==> src/rtl/id_ex_pkg.sv <==
// Shared decode constants, ALU encodings and the EX control bundle for the
// ID/EX stage of the five-stage MIPS subset pipeline.
package id_ex_pkg;

  localparam logic [5:0] OP_RTYPE = 6'h00;
  localparam logic [5:0] OP_ADDI  = 6'h08;
  localparam logic [5:0] OP_LW    = 6'h23;
  localparam logic [5:0] OP_SW    = 6'h2B;
  localparam logic [5:0] OP_BEQ   = 6'h04;

  localparam logic [5:0] FN_ADD = 6'h20;
  localparam logic [5:0] FN_SUB = 6'h22;
  localparam logic [5:0] FN_AND = 6'h24;
  localparam logic [5:0] FN_OR  = 6'h25;
  localparam logic [5:0] FN_SLT = 6'h2A;

  typedef enum logic [1:0] {
    ALU_AND = 2'b00,
    ALU_OR  = 2'b01,
    ALU_ADD = 2'b10,
    ALU_SLT = 2'b11
  } alu_op_t;

  typedef struct packed {
    logic       valid;
    alu_op_t    op;
    logic       binv;
    logic       use_imm;
    logic [4:0] rd;
    logic       regwrite;
    logic       memread;
    logic       memwrite;
  } ctrl_t;

  // Unsupported encodings come back all-zero, i.e. as a bubble.
  function automatic ctrl_t decode(input logic [5:0] opcode,
                                   input logic [5:0] funct,
                                   input logic [4:0] rt,
                                   input logic [4:0] rd);
    ctrl_t c;
    c = '0;
    case (opcode)
      OP_RTYPE: begin
        c.valid    = 1'b1;
        c.regwrite = 1'b1;
        c.rd       = rd;
        case (funct)
          FN_ADD:  c.op = ALU_ADD;
          FN_SUB: begin
            c.op   = ALU_ADD;
            c.binv = 1'b1;
          end
          FN_AND:  c.op = ALU_AND;
          FN_OR:   c.op = ALU_OR;
          FN_SLT: begin
            c.op   = ALU_SLT;
            c.binv = 1'b1;
          end
          default: c = '0;
        endcase
      end
      OP_ADDI: begin
        c.valid    = 1'b1;
        c.op       = ALU_ADD;
        c.use_imm  = 1'b1;
        c.rd       = rt;
        c.regwrite = 1'b1;
      end
      OP_LW: begin
        c.valid    = 1'b1;
        c.op       = ALU_ADD;
        c.use_imm  = 1'b1;
        c.rd       = rt;
        c.regwrite = 1'b1;
        c.memread  = 1'b1;
      end
      OP_SW: begin
        c.valid    = 1'b1;
        c.op       = ALU_ADD;
        c.use_imm  = 1'b1;
        c.memwrite = 1'b1;
      end
      OP_BEQ: begin
        c.valid = 1'b1;
        c.op    = ALU_ADD;
        c.binv  = 1'b1;
      end
      default: c = '0;
    endcase
    return c;
  endfunction

  // rt is a source operand only for R-type, sw and beq; for addi/lw it is the destination.
  function automatic logic reads_rt(input logic [5:0] opcode);
    return (opcode == OP_RTYPE) || (opcode == OP_SW) || (opcode == OP_BEQ);
  endfunction

endpackage

==> src/rtl/id_ex_stage_fwd_mux.sv <==
// One operand's bypass selector: EX/MEM result beats MEM/WB data, which beats
// the value latched from the register file. $0 never matches.
module fwd_mux
  import id_ex_pkg::*;
(
  input  logic [4:0]  src,
  input  logic [31:0] latched,
  input  logic        exmem_regwrite,
  input  logic [4:0]  exmem_rd,
  input  logic [31:0] exmem_result,
  input  logic        memwb_regwrite,
  input  logic [4:0]  memwb_rd,
  input  logic [31:0] memwb_data,
  output logic [31:0] data
);

  logic hit_exmem;
  logic hit_memwb;

  assign hit_exmem = exmem_regwrite && (exmem_rd != 5'd0) && (exmem_rd == src);
  assign hit_memwb = memwb_regwrite && (memwb_rd != 5'd0) && (memwb_rd == src);

  always_comb begin
    data = latched;
    if (hit_exmem) begin
      data = exmem_result;
    end else if (hit_memwb) begin
      data = memwb_data;
    end
  end

endmodule

==> src/rtl/id_ex_stage.sv <==
// ID/EX pipeline register with decode, load-use hazard detection, operand
// forwarding and a saturating count of load-use stall cycles.
module id_ex_stage
  import id_ex_pkg::*;
#(
  parameter int STALL_CNT_W = 16
) (
  input  logic                   CLK,
  input  logic                   RST,
  input  logic                   id_valid,
  input  logic [5:0]             id_opcode,
  input  logic [5:0]             id_funct,
  input  logic [4:0]             id_rs,
  input  logic [4:0]             id_rt,
  input  logic [4:0]             id_rd,
  input  logic [31:0]            id_rs_data,
  input  logic [31:0]            id_rt_data,
  input  logic [31:0]            id_imm,
  input  logic                   flush,
  input  logic                   exmem_regwrite,
  input  logic [4:0]             exmem_rd,
  input  logic [31:0]            exmem_result,
  input  logic                   memwb_regwrite,
  input  logic [4:0]             memwb_rd,
  input  logic [31:0]            memwb_data,
  output logic                   stall,
  output logic [31:0]            A,
  output logic [31:0]            B,
  output logic [1:0]             op,
  output logic                   binv,
  output logic                   ex_valid,
  output logic [4:0]             ex_rd,
  output logic                   ex_regwrite,
  output logic                   ex_memread,
  output logic                   ex_memwrite,
  output logic [31:0]            ex_store_data,
  output logic [STALL_CNT_W-1:0] stall_count
);

  ctrl_t       dec;
  ctrl_t       ex_ctrl;
  logic [4:0]  ex_rs;
  logic [4:0]  ex_rt;
  logic [31:0] ex_rs_data;
  logic [31:0] ex_rt_data;
  logic [31:0] ex_imm;
  logic [31:0] fwd_rs;
  logic [31:0] fwd_rt;
  logic        rs_hazard;
  logic        rt_hazard;
  logic        load_id;

  always_comb begin
    dec = decode(id_opcode, id_funct, id_rt, id_rd);
  end

  // Back-pressure contract: stall=1 means decode and PC must hold the same
  // instruction next cycle; it is only accepted into EX on a cycle with stall=0.
  assign rs_hazard = (ex_ctrl.rd == id_rs);
  assign rt_hazard = (ex_ctrl.rd == id_rt) && reads_rt(id_opcode);
  assign stall = ex_ctrl.valid && ex_ctrl.memread && (ex_ctrl.rd != 5'd0) &&
                 id_valid && (rs_hazard || rt_hazard);

  // Flush outranks stall, which outranks an empty or unsupported slot.
  assign load_id = !flush && !stall && id_valid && dec.valid;

  always_ff @(posedge CLK) begin
    if (RST || !load_id) begin
      ex_ctrl    <= '0;
      ex_rs      <= '0;
      ex_rt      <= '0;
      ex_rs_data <= '0;
      ex_rt_data <= '0;
      ex_imm     <= '0;
    end else begin
      ex_ctrl    <= dec;
      ex_rs      <= id_rs;
      ex_rt      <= id_rt;
      ex_rs_data <= id_rs_data;
      ex_rt_data <= id_rt_data;
      ex_imm     <= id_imm;
    end
  end

  // A stall coinciding with a flush is not a load-use stall cycle.
  always_ff @(posedge CLK) begin
    if (RST) begin
      stall_count <= '0;
    end else if (stall && !flush && !(&stall_count)) begin
      stall_count <= stall_count + STALL_CNT_W'(1);
    end
  end

  fwd_mux u_fwd_rs (
    .src            (ex_rs),
    .latched        (ex_rs_data),
    .exmem_regwrite (exmem_regwrite),
    .exmem_rd       (exmem_rd),
    .exmem_result   (exmem_result),
    .memwb_regwrite (memwb_regwrite),
    .memwb_rd       (memwb_rd),
    .memwb_data     (memwb_data),
    .data           (fwd_rs)
  );

  fwd_mux u_fwd_rt (
    .src            (ex_rt),
    .latched        (ex_rt_data),
    .exmem_regwrite (exmem_regwrite),
    .exmem_rd       (exmem_rd),
    .exmem_result   (exmem_result),
    .memwb_regwrite (memwb_regwrite),
    .memwb_rd       (memwb_rd),
    .memwb_data     (memwb_data),
    .data           (fwd_rt)
  );

  always_comb begin
    A             = '0;
    B             = '0;
    op            = ALU_AND;
    binv          = 1'b0;
    ex_valid      = 1'b0;
    ex_rd         = '0;
    ex_regwrite   = 1'b0;
    ex_memread    = 1'b0;
    ex_memwrite   = 1'b0;
    ex_store_data = '0;
    if (ex_ctrl.valid) begin
      A             = fwd_rs;
      B             = ex_ctrl.use_imm ? ex_imm : fwd_rt;
      op            = ex_ctrl.op;
      binv          = ex_ctrl.binv;
      ex_valid      = 1'b1;
      ex_rd         = ex_ctrl.rd;
      ex_regwrite   = ex_ctrl.regwrite;
      ex_memread    = ex_ctrl.memread;
      ex_memwrite   = ex_ctrl.memwrite;
      ex_store_data = fwd_rt;
    end
  end

endmodule

==> config.mk <==
export PLATFORM = sky130hd
export DESIGN_NAME = id_ex_stage
export DESIGN_NICKNAME = d
export VERILOG_FILES = /design/src/rtl/id_ex_pkg.sv /design/src/rtl/id_ex_stage_fwd_mux.sv /design/src/rtl/id_ex_stage.sv
export SDC_FILE = /design/constraint.sdc
export NUM_CORES = 1
export LEC_CHECK = 0
export CORE_MARGIN = 1.5
export CORE_UTILIZATION = 42
export DETAILED_ROUTE_END_ITERATION = 8
export GPL_TIMING_DRIVEN = 0
export PLACE_DENSITY_LB_ADDON = 0.08
export SYNTH_ARGS = -nofsm -noshare
export SYNTH_HDL_FRONTEND = slang
export SYNTH_SLANG_ARGS = --single-unit
==> constraint.sdc <==
create_clock -name CLK -period 2.45 [get_ports CLK]
set_input_delay 0.3675 -clock CLK [delete_from_list [all_inputs] [get_ports CLK]]
set_output_delay 0.3675 -clock CLK [all_outputs]
set_load 0.01 [all_outputs]
==> results of run 1 <==
final cells by class:
cell class              instances  share of cell area (%)
diodes                          1                 0.02014
plain buffers                  65                   5.497
clock buffers                  24                   3.876
clock inverters                 8                  0.9666
inverters                       3                 0.09062
multi-input cells             648                   37.38
flip-flops and latches        135                   21.85
well taps                     220                   2.215
repair buffers                382                   28.10
state kept, by name, indices dropped and copies added, names as in the netlist:
| signal | cells |
|---|---|
| ex_rt | 5 |
| stall_count | 16 |
| ex_rt_data | 32 |
| ex_rs | 5 |
| ex_rs_data | 32 |
| ex_ctrl | 13 |
| ex_imm | 32 |
how the worst max path moves through the flow:
stage | startpoint | end | slack, ns
2_1_floorplan | exmem_rd[1] | ex_store_data[3] | 0.04
3_3_place_gp | exmem_rd[1] | ex_store_data[4] | -1.53
3_5_place_dp | memwb_rd[2] | B[17] | -1.54
4_1_cts | ex_rt[3] | B[17] | -0.47
5_1_grt | ex_rt[3] | B[29] | -0.58
6_report | ex_rt[3] | ex_store_data[17] | -0.53
worst reg2reg max path, delay by kind of cell, from the launching register on:
| family | cells | cell delay (ns) |
|---|---|---|
| compound gates | 2 | 0.31 |
| buf+inv | 2 | 0.68 |
| flops | 1 | 0.35 |
| simple gates | 3 | 0.92 |
power groups by stage:
stage / Clock [mW] / Combinational, mW / Sequential (mW)
final: 2.65 / 0.586 / 2.20
after global routing: 2.76 / 0.614 / 2.20
after CTS: 2.65 / 0.549 / 2.20
after detailed placement: 0 / 0.491 / 2.25
after global placement: 0 / 0.489 / 2.25
after floorplan: 0 / 0.0969 / 2.25
synth_stat cells (all sizes together) (3+ instances only):
library cell    n
dfxtp         135
and2          118
nand2         102
o21ai          73
clkbuf         55
nor2           47
a21oi          46
a31oi          34
a21boi         33
a311o          32
mux2i          32
xor2           21
buf            14
nand3          14
xnor2          11
nor3            8
or4             8
nand4           7
nor4            7
nor2b           6
a22oi           5
and3            4
mux2            4
inv             3
nor4b           3
o31ai           3
or2             3
or3             3
routing by layer:
| metal | share of wire [%] | vias up | track usage [%] | wire length (microns) |
|---|---|---|---|---|
| met2 | 49 | 392 | 56.66 | 14950 |
| met4 | 3.9 | 0 | 15.19 | 1169 |
| li1 | - | 3831 | - | - |
| met5 | 0 | - | 0 | 0 |
| met1 | 38 | 3841 | 36.98 | 11620 |
| met3 | 8.4 | 82 | 9.381 | 2530 |
repair_timing:
item                                    4_1_cts  5_1_grt
hold endpoints to repair                      0        0
gates cloned                                 15        2
buffers inserted                             27       13
endpoints found under the setup margin      177      205
resized for setup                           696       96
pin swaps                                    27       20
cell families (layout without fill, tap and decap cells):
kind of cell / Yosys count / in the layout / share of synthesized area, %
multiplexers: 36 / 36 / 5.214
buffers and inverters: 72 / 482 / 4.232
AO/OA/AOI/OAI: 238 / 238 / 22.16
AND/OR/NAND/NOR: 339 / 341 / 25.64
other: 0 / 1 / 0
flip-flops: 135 / 135 / 38.57
XOR/XNOR: 32 / 32 / 4.000
adder cells (fa/ha/maj): 1 / 1 / 0.1785
==> impl_metrics.tcl, run 1 <==
set metrics [dict create \
    area_growth_pct 77.36 \
    fin_nets 1456 \
    fillCellCount 1252 \
    drtIter0Drc 600 \
    p_leak_nw 4.648 \
    synth_cell_types 57 \
    grt_pass1_vias 7621 \
    worst_setup_path_end_kind "output port" \
    drc_errors 0 \
    violations "setup timing" \
    worst-path-stages 9 \
    seq_area_frac_synth_pct 38.57 \
    holdPathStages 2 \
    peakVddDrop_v 0.0004250 \
    cpPeakStageDelay_ns 0.57 \
    pwr-share-seq_pct 40.5 \
    hold_viol 0 \
    finish.instance_area_sq_mm 0.01243 \
    die_y_microns 132.2 \
    holdWs_ns 0.2911 \
    io_pins 328 \
    clock_path_buffers 2 \
    p_sw_mw 1.190 \
    ys.flop_type "dfxtp_1" \
    drive_gt1_share_pct 27.67 \
    crit_path_cell_trace "xnor2_1, nand3_1, or4_4, buf_12, clkbuf_16, buf_12, clkbuf_16, a31oi_1, buf_2" \
    synth_top_cell_by_area "dfxtp_1" \
    synth_cells 853 \
    cp.arrival_ns 2.61 \
    worstPathMaxFanout 7 \
    ys.warnings.count 0 \
    cts_buffers 17 \
    rsz0062_at_grt "true" \
    clock_latency_ns 0.42 \
    ant_nets 0 \
    wire_per_inst_microns 20.37 \
    num_vias 8146 \
    regArea_sq_mm 0.002715 \
    setup-violations-final 96 \
    layout_commonest_cell "clkdlybuf4s50_1" \
    syn_area_per_cell_sq_um 8.214 \
    port_buffers 327 \
    grt_max_degree 17 \
    root_buffer "clkbuf_16" \
    placed_area_sq_mm 0.01056 \
    skew_ns 0.008052 \
    htreeDepth 4 \
    multi_input_area_sq_mm 0.004646 \
    yosys.area.top_type_share_pct 38.57 \
    final_util_pct 75.47 \
    internal_power_mw 4.246 \
    pwr_density_cell_mw_per_mm2 437.5 \
    grt.total_usage_pct 32.66 \
    dp_hpwl_microns 20240 \
    ff2ff_path_depth 7 \
    cap_violations 0 \
    setup_ws_ns -0.5250 \
    min_to "ex_rt[2]" \
    final_cell_mix "clkdlybuf4s50_1, dfxtp_1, and2_1" \
    async_flop_share_pct 0 \
    gp_congestion 0.8922 \
    wl_microns 30270 \
    crit_type "flop to output port" \
    crit_required_ns 2.08 \
    worst_slew_pin_slew_ns 0.8186 \
    tns_ns -37.35 \
    overflow 0 \
    synth_nets 1057 \
    clockPowerShare_pct 48.7 \
    fin_total_pwr_mw 5.437 \
    startpoint_type "flop" \
    min_period_ns 2.975 \
    synth-edff-count 0 \
    r2r_slack_ns 0.14 \
    period_share_pct 121.4 \
    min_from "id_rt[2]" \
    drt-vias-per-instance 5.482 \
    cts_tree "done" \
    core_sq_mm 0.01647 \
    grt_pass1_wl_microns 43820 \
    r2r_end "ex_rs[4]" \
    place_ws_ns -1.544 \
    dieArea_sq_mm 0.01747 \
    initial_core_util_pct 42.55 \
    yosys-top-cells-area "dfxtp_1, and2_1, nand2_1" \
    r2r_start "ex_ctrl[5]" \
    cts_sinks 135 \
    holdBufCountCts 0 \
    clk_transition_reported_paths_ns 0.06 \
    run_status "finished with violations" \
    hold_path_class "input pin to flop" \
    slew-limit-headroom_pct 45.43 \
    path_buf_inv 5 \
    die_w_microns 132.2 \
    critPathTopFamily "buffers and inverters" \
    timing.fmax_mhz 336.1 \
    slew_viol_final 0 \
    slowest_stage "or4_4" \
    antenna_found_initial 1 \
    switching_share_pct 21.89 \
    netlist_area_sq_mm 0.007007 \
    p_comb_share_pct 10.8 \
    drtPass1Iterations 7 \
    dp_cells 1400 \
    synth_seq_cells 135 \
    layout.cells.non_filler 1486 \
    row_count 47 \
]
Note: power is estimated with default switching activity, not from simulation.
==> inputs of run 2 (changes only) <==
--- a/config.mk
+++ b/config.mk
@@ -5,7 +5,6 @@
 export SDC_FILE = /design/constraint.sdc
 export NUM_CORES = 1
 export LEC_CHECK = 0
-export CORE_MARGIN = 1.5
 export CORE_UTILIZATION = 42
 export DETAILED_ROUTE_END_ITERATION = 8
 export GPL_TIMING_DRIVEN = 0
==> run 2 against run 1 <==
Effect of this change:
- the flow still finishes with violations (setup timing)
- clock-buffer cell count fell by 5
- sequential share of layout area up 0.81 points
- clock skew barely moved
- critical endpoint is now B[15]
- largest cell class unchanged
==> impl_metrics.tcl, run 2 (synthesis results as in run 1) <==
set metrics [dict create \
    period_share_pct 120.8 \
    row_count 46 \
    wire_per_inst_microns 20.22 \
    multi_input_area_sq_mm 0.004347 \
    cp.arrival_ns 2.59 \
    r2r_start "ex_ctrl[5]" \
    worst_setup_path_end_kind "output port" \
    r2r_slack_ns 0.18 \
    pwr_density_cell_mw_per_mm2 469.4 \
    r2r_end "ex_ctrl[10]" \
    cts_sinks 135 \
    violations "setup timing" \
    dieArea_sq_mm 0.01720 \
    worst_slew_pin_slew_ns 0.6655 \
    overflow 0 \
    antenna_found_initial 0 \
    crit_type "flop to output port" \
    skew_ns 0.007739 \
    htreeDepth 4 \
    grt_max_degree 17 \
    root_buffer "clkbuf_16" \
    drive_gt1_share_pct 22.34 \
    p_leak_nw 4.556 \
    ff2ff_path_depth 8 \
    drc_errors 0 \
    io_pins 328 \
    regArea_sq_mm 0.002711 \
    ant_nets 0 \
    grt.total_usage_pct 32.65 \
    crit_required_ns 2.08 \
    place_ws_ns -1.580 \
    run_status "finished with violations" \
    cap_violations 0 \
    cpPeakStageDelay_ns 0.37 \
    fin_total_pwr_mw 5.616 \
    clk_transition_reported_paths_ns 0.05 \
    antenna_cells 0 \
    dp_hpwl_microns 20120 \
    dp_cells 1396 \
    rsz0062_at_grt "true" \
    slowest_stage "a311o_1" \
    crit_path_cell_trace "buf_4, xor2_1, nor3_2, and3b_2, buf_12, buf_8, nand2_2, a311o_1, a21boi_1, buf_2" \
    min_to "ex_rt[0]" \
    startpoint_type "flop" \
    slew-limit-headroom_pct 55.07 \
    final_cell_mix "clkdlybuf4s50_1, dfxtp_1, and2_1" \
    drt-vias-per-instance 5.593 \
    timing.fmax_mhz 338.0 \
    drtIter0Drc 626 \
    cts_tree "done" \
    slew_viol_final 0 \
    drtPass1Iterations 7 \
    hold_path_class "input pin to flop" \
    worstPathMaxFanout 8 \
    port_buffers 327 \
    layout_commonest_cell "clkdlybuf4s50_1" \
    setup_ws_ns -0.5087 \
    setup-violations-final 106 \
    clock_latency_ns 0.43 \
    holdBufCountCts 0 \
    fin_nets 1431 \
    min_period_ns 2.959 \
    initial_core_util_pct 43.63 \
    core_sq_mm 0.01606 \
    cts_buffers 17 \
    area_growth_pct 70.75 \
    grt_pass1_vias 7749 \
    num_vias 8143 \
    wl_microns 29450 \
    hold_viol 0 \
    die_w_microns 131.2 \
    die_y_microns 131.2 \
    gp_congestion 0.9048 \
    grt_pass1_wl_microns 43560 \
    min_from "id_rt[0]" \
    holdPathStages 2 \
    reg.largest.list "ex_imm (32), ex_rs_data (32), ex_rt_data (32)" \
    peakVddDrop_v 0.0004526 \
    fillCellCount 1245 \
    layout.cells.non_filler 1456 \
    clock_path_buffers 2 \
]
run 2: final cells by class:
type	instances	share of cell area [%]
Inverter	3	0.09412
Sequential cell	135	22.66
Buffer	67	5.459
Timing Repair Buffer	357	27.72
Tap cell	216	2.259
Clock inverter	13	1.684
Multi-Input combinational cell	646	36.33
Clock buffer	19	3.786
run 2: metrics by stage:
stage | setup TNS [ns] | cell area (sq um) | hold WS [ns] | util (%)
after floorplan | 0 | 7007 | 0.4389 | -
after global placement | -177.95 | 10550 | 0.4752 | 65.70
after detailed placement | -181.68 | 10550 | 0.4832 | 65.70
after CTS | -33.64 | 11590 | 0.4717 | 72.17
after global routing | -38.33 | 11960 | 0.2843 | 74.51
final | -31.80 | 11960 | 0.2644 | 74.51
run 2: power breakdown:
| group | switching (mW) | internal [mW] |
|---|---|---|
| combinational | 0.194 | 0.365 |
| clock | 1.00 | 1.85 |
| sequential | 0.00269 | 2.20 |
| total | 1.20 | 4.42 |
run 2: worst max-delay path by stage:
| stage | startpoint | endpoint | slack, ns |
|---|---|---|---|
| 2_1_floorplan | exmem_rd[1] | ex_store_data[3] | 0.04 |
| 3_3_place_gp | exmem_rd[1] | ex_store_data[15] | -1.58 |
| 3_5_place_dp | exmem_rd[1] | ex_store_data[17] | -1.58 |
| 4_1_cts | ex_rt[3] | B[29] | -0.48 |
| 5_1_grt | ex_rt[0] | B[25] | -0.58 |
| 6_report | ex_rt[0] | B[15] | -0.51 |
run 2: routing by layer:
| layer | track usage (%) | share of wire [%] | up-vias |
|---|---|---|---|
| met5 | 0 | 0 | - |
| met4 | 15.69 | 4.2 | 0 |
| met3 | 9.414 | 8.7 | 94 |
| met2 | 56.21 | 50 | 454 |
| met1 | 36.87 | 38 | 3836 |
| li1 | - | - | 3759 |
run 2: timing repair:
action,4_1_cts,5_1_grt
gates resized for setup,516,129
setup endpoints to repair,163,215
pin swaps,21,40
setup buffers,12,8
gates cloned,6,5
run 2: critical path, delay by kind of cell (launching register included):
| kind | cells | cell delay, ns |
|---|---|---|
| compound gates | 2 | 0.54 |
| buf+inv | 4 | 0.58 |
| simple gates | 3 | 0.56 |
| flops | 1 | 0.33 |
| xor+xnor | 1 | 0.15 |
